==> config.mk <==
export PLATFORM = sky130hd
export DESIGN_NAME = tone_gen_poly
export DESIGN_NICKNAME = d
export VERILOG_FILES = /design/src/rtl/tone_gen_poly.sv
export SDC_FILE = /design/constraint.sdc
export NUM_CORES = 1
export LEC_CHECK = 0
export ABC_AREA = 1
export CORE_ASPECT_RATIO = 1.2
export CORE_MARGIN = 5
export CORE_UTILIZATION = 30
export CTS_BUF_LIST = sky130_fd_sc_hd__clkbuf_16
export DETAILED_ROUTE_END_ITERATION = 10
export GPL_TIMING_DRIVEN = 0
export PLACE_DENSITY = 0.47
export SETUP_SLACK_MARGIN = 0.15
export SKIP_CTS_REPAIR_TIMING = 1
export SLEW_MARGIN = 20
export SYNTH_ARGS = -nofsm -noshare
export SYNTH_HDL_FRONTEND = slang
export SYNTH_SLANG_ARGS = --single-unit
==> constraint.sdc <==
create_clock -name clk -period 3.4 [get_ports clk]
set_input_delay 0.34 -clock clk [delete_from_list [all_inputs] [get_ports clk]]
set_output_delay 0.34 -clock clk [all_outputs]
set_load 0.01 [all_outputs]
==> src/rtl/tone_gen_poly.sv <==
// Square-wave note generator: note index + octave select a half-period divisor,
// note changes land on half-period boundaries and releases finish the high phase.
module tone_gen_poly #(
  parameter int unsigned CLK_HZ   = 50000000,
  parameter int unsigned DIV_W    = 21,
  parameter int unsigned BASE_OCT = 4
) (
  input  logic       clk,
  input  logic       reset,
  input  logic       key_on,
  input  logic [3:0] note_sel,
  input  logic [2:0] octave,
  output logic       tone_out,
  output logic       playing,
  output logic [3:0] cur_note,
  output logic [2:0] cur_oct
);

  typedef enum logic [1:0] {
    S_IDLE = 2'd0,
    S_PLAY = 2'd1,
    S_STOP = 2'd2
  } state_t;

  // Every arm is a constant expression, so this folds into a 12-entry ROM.
  function automatic logic [31:0] base_div(input logic [3:0] n);
    case (n)
      4'd0:    base_div = 32'(CLK_HZ / 524);
      4'd1:    base_div = 32'(CLK_HZ / 554);
      4'd2:    base_div = 32'(CLK_HZ / 588);
      4'd3:    base_div = 32'(CLK_HZ / 622);
      4'd4:    base_div = 32'(CLK_HZ / 660);
      4'd5:    base_div = 32'(CLK_HZ / 698);
      4'd6:    base_div = 32'(CLK_HZ / 740);
      4'd7:    base_div = 32'(CLK_HZ / 784);
      4'd8:    base_div = 32'(CLK_HZ / 830);
      4'd9:    base_div = 32'(CLK_HZ / 880);
      4'd10:   base_div = 32'(CLK_HZ / 932);
      4'd11:   base_div = 32'(CLK_HZ / 988);
      default: base_div = 32'd0;
    endcase
  endfunction

  function automatic logic [DIV_W-1:0] clamp_div(input logic [63:0] raw);
    logic [DIV_W-1:0] t;
    t = raw[DIV_W-1:0];
    if (t < DIV_W'(2)) t = DIV_W'(2);
    return t;
  endfunction

  function automatic logic [DIV_W-1:0] scaled_div(input logic [3:0] n, input logic [2:0] oct);
    logic [63:0] b;
    b = {32'd0, base_div(n)};
    if (32'(oct) > BASE_OCT) b = b >> (32'(oct) - BASE_OCT);
    else                     b = b << (BASE_OCT - 32'(oct));
    return clamp_div(b);
  endfunction

  state_t           state_q, state_d;
  logic [DIV_W-1:0] cnt_q, cnt_d;
  logic [DIV_W-1:0] div_q, div_d;
  logic             tone_q, tone_d;
  logic             playing_q, playing_d;
  logic [3:0]       cur_note_q, cur_note_d;
  logic [2:0]       cur_oct_q, cur_oct_d;

  logic             req_valid;
  logic             at_end;
  logic [DIV_W-1:0] new_div;

  assign req_valid = key_on && (note_sel < 4'd12);
  assign new_div   = scaled_div(note_sel, octave);
  assign at_end    = (cnt_q == div_q - DIV_W'(1));

  always_comb begin
    state_d    = state_q;
    cnt_d      = cnt_q;
    div_d      = div_q;
    tone_d     = tone_q;
    cur_note_d = cur_note_q;
    cur_oct_d  = cur_oct_q;
    case (state_q)
      S_IDLE: begin
        tone_d = 1'b0;
        cnt_d  = '0;
        if (req_valid) begin
          state_d    = S_PLAY;
          tone_d     = 1'b1;
          div_d      = new_div;
          cur_note_d = note_sel;
          cur_oct_d  = octave;
        end
      end
      S_PLAY, S_STOP: begin
        if (state_q == S_STOP && !req_valid && !tone_q) begin
          state_d = S_IDLE;
          cnt_d   = '0;
          tone_d  = 1'b0;
        end else begin
          if (at_end) begin
            cnt_d  = '0;
            tone_d = ~tone_q;
          end else begin
            cnt_d = cnt_q + DIV_W'(1);
          end
          // A release on a boundary wins: the old note keeps its divisor.
          if (req_valid) begin
            state_d = S_PLAY;
            if (at_end) begin
              div_d      = new_div;
              cur_note_d = note_sel;
              cur_oct_d  = octave;
            end
          end else if (state_q == S_PLAY) begin
            state_d = S_STOP;
          end else if (at_end) begin
            state_d = S_IDLE;
            tone_d  = 1'b0;
          end
        end
      end
      default: state_d = S_IDLE;
    endcase
    playing_d = (state_d != S_IDLE);
  end

  always_ff @(posedge clk) begin
    if (reset) begin
      state_q    <= S_IDLE;
      cnt_q      <= '0;
      div_q      <= '0;
      tone_q     <= 1'b0;
      playing_q  <= 1'b0;
      cur_note_q <= 4'd0;
      cur_oct_q  <= 3'd0;
    end else begin
      state_q    <= state_d;
      cnt_q      <= cnt_d;
      div_q      <= div_d;
      tone_q     <= tone_d;
      playing_q  <= playing_d;
      cur_note_q <= cur_note_d;
      cur_oct_q  <= cur_oct_d;
    end
  end

  assign tone_out = tone_q;
  assign playing  = playing_q;
  assign cur_note = cur_note_q;
  assign cur_oct  = cur_oct_q;

endmodule
==> metrics.cfg <==
[run_status]
status=finished, final reports clean

[layout]
nets=976
antenna_cells=0
drive_gt1_share_pct=4.53
layout.cells.non_filler=1170
syn2layout_area_growth_pct=10.8
final_common_cell=nand2_1
layout_common_cells=nand2_1, nand3_1, nor2_1

[yosys]
synth_edf_count=0
synthFlopType=dfxtp_1
netlist_top_cells_area=nand3_1, dfxtp_1, nand2_1
synth_area_um2=5340
synth_top_cell_by_area=nand3_1
ys_async_sr_fraction_pct=0
seq_area_frac_synth_pct=19.9
synth_seq_cells=53
ys_warn_count=0
synth_cells=927
yosys.area.top_type_share_pct=20.0
avgSynthCellArea_um2=5.76
yosys.cell_types.count=41
syn-num-nets=954

[timing]
post-route-min-period_ps=2940
period_share_pct=86.6
finClkSkew_ps=7.42
rsz0062_at_grt=false
slew_headroom_pct=51.3
worst_slew_pin_slew_ps=730
clock.fmax_ghz=0.340
finalWorstSetupSlack_ps=455
hold_viol=0
drv_slew=0
finalSetupViolCount=0

[power]
powerDensity_nw_per_um2=413
total_power_mw=2.45
vdd_drop_max_mv=0.218
cellLeakagePower_nw=2.57

[grt]
overflow=0
antenna_found_initial=0
grt_start_max_net_pins=18
grt_pass1_wl_um=31900
track_usage_pct=19.2
grt_pass1_vias=6020

[run]
cap_viol_max_count=0

[routing]
drcViolationCount=0
wirelength_um=19800
first_pass_iters=6
wl_per_cell_um=17.0
drt_iter0_markers=348
ant_nets=0
vias=6094
vias_per_cell=5.21

[critical_path]
start_kind=input pin
regToRegSetupSlack_ps=680
slowest_stage=ha_1
path_cells=clkbuf_2 > inv_2 > clkbuf_2 > ha_1 > inv_1 > ha_1 > inv_1 > nor2_1 > nand2_1 > inv_1 > clkbuf_2 > nand3_1 > nand4_1 > nor2_1 > nand2_1 > nor2_1 > nand3_1 > a21oi_2
criticalPathCategory=in -> reg
cp_slowest_stage_delay_ps=360
end_kind=flip-flop
arrival_ps=3140
critPathRequiredTime_ps=3600
path_max_fanout=10

[cts]
cts_htree_levels=2
path_clk_slew_ps=80
clock_sinks=53
cts_root_buf=clkbuf_16
cts_tree=done
cts.path.max_buffers=2
clk-insertion-delay-late_ps=300
cts_buffers=5

[placement]
place_inst=1162
place_hpwl_um=16000
portBuffers=15
routabilityCongestion=0.959
dpl_worst_slack_ps=-321

[floorplan]
pin_count=19
fp.coreArea_um2=17500
start_util_pct=30.5
die_area_um2=20600
row_count=53
die_h_um=156
die_x_um=132

[min_path]
hold_class=in -> reg

[report_power, final]
group	total, mW	switching [mW]	internal, mW
Combinational	1.21	0.805	0.402
Sequential	0.712	0.0476	0.665
Clock	0.529	0.254	0.276
[sequential cells by signal (all words and copies together) (netlist names)]
signal / count
cnt_q: 21
cur_note: 4
cur_oct: 3
div_q: 21
playing: 1
state_q: 2
tone_out: 1
[area by class of cell]
class | count | area (um2)
plain buffers | 42 | 203
clock buffers | 5 | 125
clock inverters | 3 | 21.3
fillers | 2063 | 11600
inverters | 84 | 315
multi-input cells | 748 | 3770
flip-flops and latches | 53 | 1060
well taps | 220 | 275
repair buffers | 15 | 150
[critical path: cells and delay by family]
family / cells / cell delay [ps]
AND/OR/NAND/NOR: 8 / 960
buffers and inverters: 7 / 1210
AO/OA/AOI/OAI: 1 / 60
adder cells (fa/ha/maj): 2 / 560
[kinds of logic (layout without fill, tap and decap cells)]
family,Yosys count,count (layout),synth area share (%)
xor+xnor,35,35,5.74
buf+inv,126,149,9.60
simple gates,613,613,52.4
fa+ha+maj,17,17,3.98
flops,53,53,19.9
compound gates,83,83,8.48
[worst paths after layout]
| path | end | cells past startpoint | start |
|---|---|---|---|
| hold reg to reg | cur_oct[0]$_SDFFE_PP0P_ | 2 | cur_oct[0]$_SDFFE_PP0P_ |
| hold / removal | cur_oct[0]$_SDFFE_PP0P_ | 3 | octave[0] |
| setup reg to reg | tone_out$_SDFFE_PP0P_ | 12 | div_q[0]$_SDFFE_PP0P_ |
| setup / recovery | div_q[1]$_SDFFE_PP0P_ | 18 | octave[1] |
[synthesized netlist by cell type (3+ instances only)]
master / number
a21oi_1: 51
and3_1: 3
buf_6: 4
clkbuf_1: 32
dfxtp_1: 53
ha_1: 17
inv_1: 81
nand2_1: 242
nand2_2: 5
nand3_1: 214
nand3b_1: 5
nand4_1: 26
nor2_1: 82
nor2_2: 7
nor3_1: 11
nor4_1: 6
o211ai_1: 3
o21ai_0: 18
or2_2: 3
xnor2_1: 12
xor2_1: 23
[metal layers]
metal  GRT usage, %  part of all wire [%]  wire length (um)
met4           6.86                   3.7               730
met1           22.5                    42              8260
met3           1.81                   3.6               708
met5              0                     0                 0
met2           36.1                    51             10100
[metrics by stage]
step	setup TNS, ps	hold slack (ps)	area [um2]	utilization (%)
floorplan	0	451	5340	-
global placement	-2960	456	5770	33.0
detailed placement	-1330	457	5770	33.0
CTS	-22.3	424	5920	33.8
global route	0	448	5920	33.8
finish	0	425	5920	33.8
Power figures use the tool's default switching activity.
